==> src/rtl/cnn_class_decoder.sv <==
// Output stage of the cnn datapath: decodes the signed argmax of a frame of
// per-class scores and presents it on a valid/ready result port.
module cnn_class_decoder #(
    parameter int NUM_CLASSES = 10,
    parameter int DATA_WIDTH  = 32,
    parameter int IDX_WIDTH   = 4,
    parameter int CNT_WIDTH   = 16
) (
    input  logic                         clk,
    input  logic                         rstb,
    input  logic                         score_valid,
    output logic                         score_ready,
    input  logic signed [DATA_WIDTH-1:0] score_data,
    input  logic                         score_last,
    output logic                         class_valid,
    input  logic                         class_ready,
    output logic [IDX_WIDTH-1:0]         class_idx,
    output logic [DATA_WIDTH-1:0]        class_score,
    output logic                         class_err,
    output logic [CNT_WIDTH-1:0]         frame_count
);

    // Beat counter must reach NUM_CLASSES+1 so long frames stay distinguishable.
    localparam int BW = $clog2(NUM_CLASSES + 2);

    typedef enum logic [0:0] {
        ACCUM = 1'b0,
        HOLD  = 1'b1
    } state_t;

    state_t                       state_r;
    logic [BW-1:0]                beat_cnt_r;
    logic signed [DATA_WIDTH-1:0] best_r;
    logic [IDX_WIDTH-1:0]         best_idx_r;
    logic                         ovf_r;

    logic                         accept_s;
    logic signed [DATA_WIDTH-1:0] next_best_s;
    logic [IDX_WIDTH-1:0]         next_idx_s;
    logic                         next_ovf_s;
    logic [BW-1:0]                next_cnt_s;
    logic                         frame_err_s;

    // Running argmax update for the beat currently offered.
    always_comb begin
        accept_s    = score_valid && score_ready;
        next_best_s = best_r;
        next_idx_s  = best_idx_r;
        next_ovf_s  = ovf_r;
        if (beat_cnt_r == BW'(0)) begin
            next_best_s = score_data;
            next_idx_s  = {IDX_WIDTH{1'b0}};
        end else if (beat_cnt_r < BW'(NUM_CLASSES)) begin
            // Strict compare so ties keep the lower index.
            if (score_data > best_r) begin
                next_best_s = score_data;
                next_idx_s  = IDX_WIDTH'(beat_cnt_r);
            end else begin
                next_best_s = best_r;
            end
        end else begin
            next_ovf_s = 1'b1;
        end
        if (beat_cnt_r == BW'(NUM_CLASSES + 1)) begin
            next_cnt_s = beat_cnt_r;
        end else begin
            next_cnt_s = beat_cnt_r + BW'(1);
        end
        frame_err_s = next_ovf_s || (beat_cnt_r != BW'(NUM_CLASSES - 1));
    end

    // Frame FSM, accumulator state and registered result port.
    always_ff @(posedge clk) begin
        if (!rstb) begin
            state_r     <= ACCUM;
            beat_cnt_r  <= {BW{1'b0}};
            best_r      <= {DATA_WIDTH{1'b0}};
            best_idx_r  <= {IDX_WIDTH{1'b0}};
            ovf_r       <= 1'b0;
            score_ready <= 1'b0;
            class_valid <= 1'b0;
            class_idx   <= {IDX_WIDTH{1'b0}};
            class_score <= {DATA_WIDTH{1'b0}};
            class_err   <= 1'b0;
            frame_count <= {CNT_WIDTH{1'b0}};
        end else begin
            case (state_r)
                ACCUM: begin
                    class_valid <= 1'b0;
                    score_ready <= 1'b1;
                    if (accept_s) begin
                        best_r     <= next_best_s;
                        best_idx_r <= next_idx_s;
                        ovf_r      <= next_ovf_s;
                        beat_cnt_r <= next_cnt_s;
                        if (score_last) begin
                            state_r     <= HOLD;
                            score_ready <= 1'b0;
                            class_valid <= 1'b1;
                            class_idx   <= next_idx_s;
                            class_score <= next_best_s;
                            class_err   <= frame_err_s;
                        end else begin
                            state_r <= ACCUM;
                        end
                    end else begin
                        state_r <= ACCUM;
                    end
                end
                HOLD: begin
                    if (class_valid && class_ready) begin
                        state_r     <= ACCUM;
                        class_valid <= 1'b0;
                        score_ready <= 1'b1;
                        frame_count <= frame_count + CNT_WIDTH'(1);
                        beat_cnt_r  <= {BW{1'b0}};
                        best_r      <= {DATA_WIDTH{1'b0}};
                        best_idx_r  <= {IDX_WIDTH{1'b0}};
                        ovf_r       <= 1'b0;
                    end else begin
                        score_ready <= 1'b0;
                    end
                end
                default: begin
                    state_r     <= ACCUM;
                    class_valid <= 1'b0;
                    score_ready <= 1'b0;
                end
            endcase
        end
    end

endmodule

==> config.mk <==
export PLATFORM = sky130hd
export DESIGN_NAME = cnn_class_decoder
export DESIGN_NICKNAME = d
export VERILOG_FILES = /design/src/rtl/cnn_class_decoder.sv
export SDC_FILE = /design/constraint.sdc
export NUM_CORES = 1
export LEC_CHECK = 0
export BUFFER_PORTS_ARGS = -buffer_cell sky130_fd_sc_hd__buf_2
export CAP_MARGIN = 20
export CORE_MARGIN = 4
export CORE_UTILIZATION = 29
export DETAILED_ROUTE_END_ITERATION = 12
export GPL_TIMING_DRIVEN = 0
export PLACE_DENSITY = 0.49
export SLEW_MARGIN = 20
export SYNTH_ARGS = -nofsm -noshare
export SYNTH_HDL_FRONTEND = slang
export SYNTH_SLANG_ARGS = --single-unit
==> constraint.sdc <==
create_clock -name clk -period 3.85 [get_ports clk]
set_input_delay 0.385 -clock clk [delete_from_list [all_inputs] [get_ports clk]]
set_output_delay 0.385 -clock clk [all_outputs]
set_load 0.02 [all_outputs]
==> results of run 1 <==
routing by layer:
metal  share of wire, %  up-vias
met1                 50     2157
met2                 43      128
met3                4.8       23
met5                  0        -
met4                2.4        0
li1                   -     2285
registers in the layout, indices dropped and copies added, names as in the netlist, 4 cells and up:
| signal | count |
|---|---|
| beat_cnt_r | 4 |
| best_r | 32 |
| class_idx | 4 |
| frame_count | 16 |
| best_idx_r | 4 |
| class_score | 32 |
metrics by stage:
stage               cells  util [%]  total power [mW]  area [um2]
floorplan             568         -              1.32        4930
global placement      879      34.0              1.44        5660
detailed placement    879      34.0              1.45        5660
CTS                   894      36.0              2.46        5990
global route          895      36.0              2.55        5990
finish                895      36.0              2.44        5990
report_power, final:
part           switching (mW)  total (mW)  leakage, nW  internal [mW]
combinational           0.239       0.366         1.53          0.127
clock                   0.414        1.00        0.156          0.588
sequential             0.0259        1.07        0.788           1.04
total                   0.679        2.44         2.48           1.76
worst max-delay path, stage by stage (launching register included):
cell      delay (ns)
dfxtp_1         0.35
inv_1           0.05
ha_1            0.26
buf_4           0.18
nand4_4         0.13
nor3_1          0.07
a221oi_1        0.46
and2_1          0.20
clkbuf_1        0.37
a22o_1          0.39
clkbuf_1        0.43
o21ai_0         0.16
a31oi_1         0.20
kinds of logic after synthesis:
logic type      share of synthesized area, %
compound gates                          24.8
fa+ha+maj                               9.13
xor+xnor                                2.66
simple gates                            17.4
buf+inv                                 6.27
mux                                    0.406
flops                                   39.4
worst paths after layout:
| path | from | endpoint | cells past startpoint |
|---|---|---|---|
| worst max register to register | best_r[31] | class_score[7] | 12 |
| worst min register to register | class_idx[0] | class_idx[0] | 2 |
| worst max-delay path | best_r[31] | class_score[7] | 12 |
| worst min-delay path | score_data[24] | best_r[24] | 2 |
final cells by class:
type                            instances  area share (%)
Multi-Input combinational cell        395            44.8
Sequential cell                        97            32.4
Timing Repair Buffer                   91            7.60
Tap cell                              220            4.60
Clock buffer                           10            3.99
Buffer                                 40            2.90
Inverter                               36            2.26
Clock inverter                          5            1.42
Antenna cell                            1          0.0418
cell usage in the layout, fill, tap and decap left out, types with 2 or more instances in the layout:
master and instances:
a21boi_0 3, a21o_1 2, a21oi_1 16, a22o_1 33, a31oi_1 32, a32o_1 3
and2_1 20, and3_1 7, and4_1 7, and4b_1 2, buf_2 101, bufinv_16 2
clkbuf_1 27, clkbuf_16 9, dfxtp_1 97, ha_1 36, inv_1 36, inv_6 2
mux2i_1 2, nand2_1 24, nand2b_1 4, nand3_1 44, nand3b_1 2, nand4_1 10
nor2_1 14, nor2b_1 8, nor3_1 4, nor3b_1 2, o211a_1 2, o21ai_0 82
o31a_1 2, or3_1 2, xnor2_1 9, xor2_1 6
==> results.json, run 1 <==
{
  "run_status": "finished clean",
  "finalCritPeriodShare_pct": 86.6,
  "yosysMostFrequentCell": "dfxtp_1",
  "core_um2": 16600,
  "drtIter0Drc": 233,
  "cp.required_ns": 4.13,
  "ys_seq_elements": 97,
  "via_count": 4593,
  "die_w_um": 138,
  "globalRouteOverflowTotal": 0,
  "peakVddDrop_uv": 243,
  "worstMarginPinSlew_ns": 0.836,
  "portBuffers": 91,
  "cp-end-kind": "flop",
  "drive_above_1_share_pct": 18.1,
  "cts_made_buffers": 9,
  "postCtsSetupBuffers": 0,
  "gr-usage-all-layers_pct": 15.3,
  "dieHeight_um": 138,
  "drt-total-wl_um": 14600,
  "ios": 92,
  "grt_util_met3_pct": 2.90,
  "ff2ff_setup_slack_ns": 0.52,
  "slew_viol_final": 0,
  "hold_violations": 0,
  "synth-async-reset-ratio_pct": 0,
  "place_ws_ns": 0.426,
  "netlist_area_um2": 4930,
  "synth_edf_count": 0,
  "grt_max_degree": 17,
  "yosysSeqAreaShare_pct": 39.4,
  "grt_pass1_vias": 4495,
  "dieArea_um2": 19200,
  "wl_per_cell_um": 16.4,
  "synthFlopType": "dfxtp_1",
  "clkTransAtPathRegs_ns": 0.07,
  "avgViaCountPerCell": 5.13,
  "grt_use_met2_pct": 23.2,
  "yosys.area.top_type_share_pct": 39.4,
  "setup_ws_ns": 0.517,
  "htreeDepth": 3,
  "yosysWarnings": 0,
  "grt.met1_usage_pct": 21.2,
  "hp-class": "input port to flop",
  "fill_cells": 1748,
  "grt_pass1_wl_um": 24100,
  "cts_resized": 0,
  "fin_crit_ns": 3.33,
  "ys_types": 51,
  "worst_setup_path_start_kind": "flop",
  "ant_nets": 0,
  "fin_tns_setup_ns": 0,
  "setup_violations": 0,
  "avgSynthCellArea_um2": 8.68,
  "synthTopCellsByArea": "dfxtp_1, ha_1, o21ai_0",
  "hold_buffers": 0,
  "crit_arrival_ns": 3.61,
  "grt-busiest-layer": "met2",
  "routabilityCongestion": 0.824,
  "antenna_found_initial": 1,
  "area_growth_pct": 21.4,
  "initial_utilization_pct": 29.6,
  "synthCells": 568,
  "clock_sinks": 97,
  "fmax_ghz": 0.300,
  "yosys.area.top_type": "dfxtp_1",
  "seq_area_um2": 1940,
  "drc": 0,
  "drv_cap": 0,
  "synthTopCellsByCount": "dfxtp_1, o21ai_0, nand3_1, ha_1, inv_1",
  "cp_max_fo": 10,
  "synth_fp_nets": 641,
  "p_leak_nw": 2.48,
  "post-dp-hpwl_um": 10800,
  "nets": 743,
  "root_buffer": "clkbuf_16",
  "clock_latency_ns": 0.36,
  "finClkSkew_ns": 0.00946,
  "cts_tree": "yes",
  "rsz0062_at_grt": "no",
  "crit_type": "flop to flop",
  "row_count": 47,
  "max_slew_margin_pct": 43.7,
  "whs_ns": 0.279,
  "first_pass_iters": 5,
  "pwr_density_cell_nw_per_um2": 407,
  "cts_buffer_depth": 2,
  "multi_input_area_um2": 2680
}
Power figures use the tool's default switching activity.
==> run 2, diff against run 1 <==
Settings changed: CTS_BUF_LIST set to sky130_fd_sc_hd__clkbuf_4.
==> run 2 against run 1 <==
  * Count of clock-buffer cells in the layout fell by 1
  * Global-route usage is essentially flat
  * Hold slack worse by 0.13 ns
  * Combinational power hardly changed
  * Non-clock buffer count unchanged
  * Routed wire length rose by 0.18%
  * Sequential cell count stayed put
  * Largest power group unchanged
==> results.json, run 2 (synthesis gave the netlist of run 1 again) <==
{
  "run_status": "finished clean",
  "reg2reg_depth": 12,
  "finalCritPeriodShare_pct": 88.5,
  "crit_arrival_ns": 3.82,
  "drt-total-wl_um": 14700,
  "row_count": 47,
  "cp.required_ns": 4.26,
  "dieArea_um2": 19200,
  "cts_resized": 0,
  "cp-end-kind": "flop",
  "dieHeight_um": 138,
  "worstHoldPathCells": 2,
  "p_leak_nw": 2.40,
  "postCtsSetupBuffers": 0,
  "routabilityCongestion": 0.824,
  "clkTransAtPathRegs_ns": 0.16,
  "worst_setup_path_start_kind": "flop",
  "slew_viol_final": 0,
  "cts_tree": "yes",
  "core_um2": 16600,
  "portBuffers": 91,
  "largest_registers": "best_r (32), class_score (32), frame_count (16)",
  "drc": 0,
  "rsz0062_at_grt": "no",
  "cts_buffer_depth": 2,
  "hold_buffers": 0,
  "met1Wirelength_um": 7400,
  "wl_met3_um": 564,
  "avgViaCountPerCell": 5.13,
  "initial_utilization_pct": 29.6,
  "max_slew_margin_pct": 44.7,
  "first_pass_iters": 4,
  "ant_nets": 0,
  "globalRouteOverflowTotal": 0,
  "drive_above_1_share_pct": 18.0,
  "worstReg2RegStart": "best_r[31]",
  "via_count": 4600,
  "drv_cap": 0,
  "hp-class": "input port to flop",
  "gr-usage-all-layers_pct": 15.3,
  "die_w_um": 138,
  "antenna_found_initial": 3,
  "fmax_ghz": 0.294,
  "grt_pass1_wl_um": 24100,
  "grt_max_degree": 17,
  "final_cell_mix": "buf_2, dfxtp_1, o21ai_0",
  "rr_endpoint": "class_score[7]",
  "final_common_cell": "buf_2",
  "nets": 743,
  "clock_sinks": 97,
  "peakVddDrop_uv": 140,
  "post-dp-hpwl_um": 10800,
  "fin_crit_ns": 3.41,
  "grt_pass1_vias": 4532,
  "worstMarginPinSlew_ns": 0.822,
  "drtIter0Drc": 220,
  "setup_violations": 0,
  "top_layer": "met4",
  "area_growth_pct": 18.1,
  "wl_per_cell_um": 16.3,
  "worstHoldEndpoint": "best_r[19]",
  "ios": 92,
  "finClkSkew_ns": 0.0185,
  "fin_tns_setup_ns": 0,
  "crit_type": "flop to flop",
  "hold_violations": 0,
  "min_from": "score_data[19]",
  "htreeDepth": 3,
  "pwr_density_cell_nw_per_um2": 356,
  "ff2ff_setup_slack_ns": 0.44,
  "cts_made_buffers": 9,
  "met2_length_um": 6410,
  "cp_max_fo": 10,
  "utilization_pct": 35.0,
  "root_buffer": "clkbuf_4",
  "clock_latency_ns": 0.48
}
run 2: cell types whose count changed in the layout (fill, tap and decap cells not counted), sizes merged:
cell and change:
clkbuf -1, clkinv +1, diode +2
run 2: report_power, final:
group	switching, mW	internal, mW	leakage (nW)
Sequential	0.0260	1.04	0.788
Combinational	0.239	0.127	1.53
Clock	0.374	0.262	0.0805
run 2: worst max path at each step:
| stage | start | to | slack, ns | depth (start not counted) |
|---|---|---|---|---|
| 3_5_place_dp | score_data[31] | class_score[2] | 0.43 | 12 |
| 3_3_place_gp | score_data[31] | class_score[28] | 0.51 | 12 |
| 4_1_cts | best_r[31] | class_score[23] | 0.53 | 12 |
| 5_1_grt | best_r[31] | class_score[7] | 0.14 | 12 |
| 2_1_floorplan | score_data[31] | class_idx[2] | 0.98 | 10 |
| 6_report | best_r[31] | class_score[7] | 0.44 | 12 |
run 2: per-layer routing:
layer | track usage [%] | vias up
li1 | - | 2283
met1 | 21.2 | 2207
met2 | 23.4 | 90
met3 | 3.25 | 20
met4 | 5.56 | 0
met5 | 0 | -
run 2: worst max-delay path, stage by stage, from the launching register on:
cell and delay (ns):
dfxtp_1 0.38, inv_1 0.05, ha_1 0.26, buf_4 0.18, nand4_4 0.14, nor3_1 0.21, a221oi_1 0.15, and2_1 0.17
clkbuf_1 0.24, o21ai_0 0.73, clkbuf_1 0.46, o21ai_0 0.15, a31oi_1 0.21
run 2: cell type report:
type	count	area, um2
clock buffer	9	67.6
clock inverter	6	88.8
inverter	36	135
sequential	97	1940
antenna	3	7.51
multi-input combinational	395	2680
timing repair buffer	91	455
fill	1770	10800
buffer	40	174
tap	220	275
run 2: stage by stage:
step | total power, mW | instance area [um2] | setup WS (ns) | hold slack, ns | instances
2_1_floorplan | 1.32 | 4930 | 0.976 | 0.441 | 568
3_3_place_gp | 1.44 | 5660 | 0.505 | 0.466 | 879
3_5_place_dp | 1.45 | 5660 | 0.426 | 0.471 | 879
4_1_cts | 2.10 | 5820 | 0.535 | 0.0898 | 894
5_1_grt | 2.18 | 5830 | 0.143 | 0.0927 | 897
6_report | 2.07 | 5830 | 0.445 | 0.145 | 897
==> run 3, diff against run 2 <==
Settings changed: CAP_MARGIN 20 to not set, CORE_UTILIZATION 29 to 52, PLACE_DENSITY 0.49 to 0.77.
==> run 3 against run 2 <==
  * Final cell count down 10%
  * Routed wire length down 12%
  * Power down 3.9%
  * Sequential power about the same
  * Utilization up 27 points
  * First-iteration DRC count up 41%
  * Critical path type unchanged
  * Critical endpoint is now class_score[29]
==> results.json, run 3 (synthesis gave the netlist of run 1 again) <==
{
  "run_status": "finished clean",
  "drtIter0Drc": 310,
  "post-dp-hpwl_um": 9610,
  "cp.required_ns": 4.26,
  "finalCritPeriodShare_pct": 88.9,
  "ios": 92,
  "cts_made_buffers": 9,
  "worst_setup_path_start_kind": "flop",
  "peakVddDrop_uv": 176,
  "cp-end-kind": "flop",
  "drv_cap": 0,
  "ant_nets": 0,
  "fin_total_pwr_mw": 1.99,
  "fmax_ghz": 0.292,
  "pwr_density_cell_nw_per_um2": 350,
  "area_growth_pct": 15.5,
  "rsz0062_at_grt": "no",
  "core_um2": 9240,
  "antenna_found_initial": 0,
  "worstHoldPathCells": 2,
  "cts_buffer_depth": 2,
  "root_buffer": "clkbuf_4",
  "setup_violations": 0,
  "initial_utilization_pct": 53.4,
  "grt_pass1_vias": 4464,
  "htreeDepth": 3,
  "worstMarginPinSlew_ns": 0.754,
  "hold_buffers": 0,
  "drc": 0,
  "grt_max_degree": 21,
  "cp_max_fo": 10,
  "cts_tree": "yes",
  "reg2reg_depth": 12,
  "cts_resized": 0,
  "fin_crit_ns": 3.42,
  "crit_arrival_ns": 3.83,
  "antenna_cells": 0,
  "nets": 743,
  "grt_pass1_wl_um": 21600,
  "wl_per_cell_um": 16.0,
  "row_count": 35,
  "clkTransAtPathRegs_ns": 0.19,
  "multi_input_area_um2": 2680,
  "p_leak_nw": 2.40,
  "drt-total-wl_um": 12900,
  "clock_latency_ns": 0.47,
  "hp-class": "input port to flop",
  "fin_tns_setup_ns": 0,
  "dieArea_um2": 11100,
  "dieHeight_um": 105,
  "die_w_um": 105,
  "globalRouteOverflowTotal": 0,
  "clock_sinks": 97,
  "routabilityCongestion": 0.872,
  "gr-usage-all-layers_pct": 23.3,
  "final_cell_mix": "buf_2, dfxtp_1, o21ai_0",
  "drive_above_1_share_pct": 18.2,
  "postCtsSetupBuffers": 0,
  "final_area_um2": 5700,
  "first_pass_iters": 5,
  "final_common_cell": "buf_2",
  "max_slew_margin_pct": 49.2,
  "largest_registers": "best_r (32), class_score (32), frame_count (16)",
  "via_count": 4739,
  "finClkSkew_ns": 0.0324,
  "avgViaCountPerCell": 5.89,
  "seq_area_um2": 1940,
  "portBuffers": 91,
  "placed_area_um2": 5550,
  "slew_viol_final": 0,
  "fill_cells": 840,
  "crit_type": "flop to flop",
  "hold_violations": 0
}
## run 3: cell count changes in the layout (fill, tap and decap cells not counted)
| cell | previous run | this run |
|---|---|---|
| inv_6 | 2 | 1 |
| clkinv_1 | 1 | 0 |
| diode_2 | 3 | 0 |
| bufinv_16 | 2 | 0 |
| clkinv_8 | 0 | 2 |
| clkinv_4 | 0 | 2 |
| clkinvlp_4 | 1 | 0 |
| inv_8 | 0 | 2 |
## run 3: per-layer routing
metal  global-route usage (%)  share of wire, %  up-vias  routed length [um]
met2                     38.3                47      193                6070
li1                         -                 -     2285                   -
met4                     7.31               1.3        0                 173
met3                     4.10               6.6       20                 846
met1                     31.1                45     2241                5760
met5                        0                 0        -                   0
## run 3: where the power goes
| part | internal (mW) | switching [mW] | total (mW) |
|---|---|---|---|
| Combinational | 0.127 | 0.230 | 0.358 |
| Sequential | 1.04 | 0.0259 | 1.07 |
| Clock | 0.157 | 0.407 | 0.564 |
| Total | 1.33 | 0.663 | 1.99 |
## run 3: layout make-up
| cell class | instances | share of cell area (%) |
|---|---|---|
| clock buffer | 9 | 1.19 |
| multi-input combinational | 395 | 47.1 |
| timing repair buffer | 91 | 7.99 |
| sequential | 97 | 34.1 |
| tap | 129 | 2.83 |
| inverter | 36 | 2.37 |
| buffer | 40 | 3.05 |
| clock inverter | 7 | 1.43 |
## run 3: critical path, cell delays in order (launching register included)
cell and delay (ns):
dfxtp_1 0.42, inv_1 0.06, ha_1 0.26, buf_4 0.18
nand4_4 0.12, nor3_1 0.07, a221oi_1 0.49, and2_1 0.20
clkbuf_1 0.37, a22o_1 0.40, clkbuf_1 0.41, o21ai_0 0.19
a31oi_1 0.20
## run 3: per-stage QoR
stage          worst slack, ns  hold slack (ns)  util [%]  cells
2_1_floorplan            0.976            0.441         -    568
3_3_place_gp             0.539            0.457      60.1    788
3_5_place_dp             0.379            0.466      60.1    788
4_1_cts                  0.473            0.132      61.7    804
5_1_grt                  0.167            0.125      61.7    804
6_report                 0.426            0.151      61.7    804
## run 3: final timing paths
check                                     from              end  slack (ns)
worst max-delay path                best_r[31]  class_score[29]        0.43
worst min-delay path            score_data[13]       best_r[13]        0.15
worst max register to register      best_r[31]  class_score[29]        0.43
worst min register to register    class_idx[0]     class_idx[0]        0.49
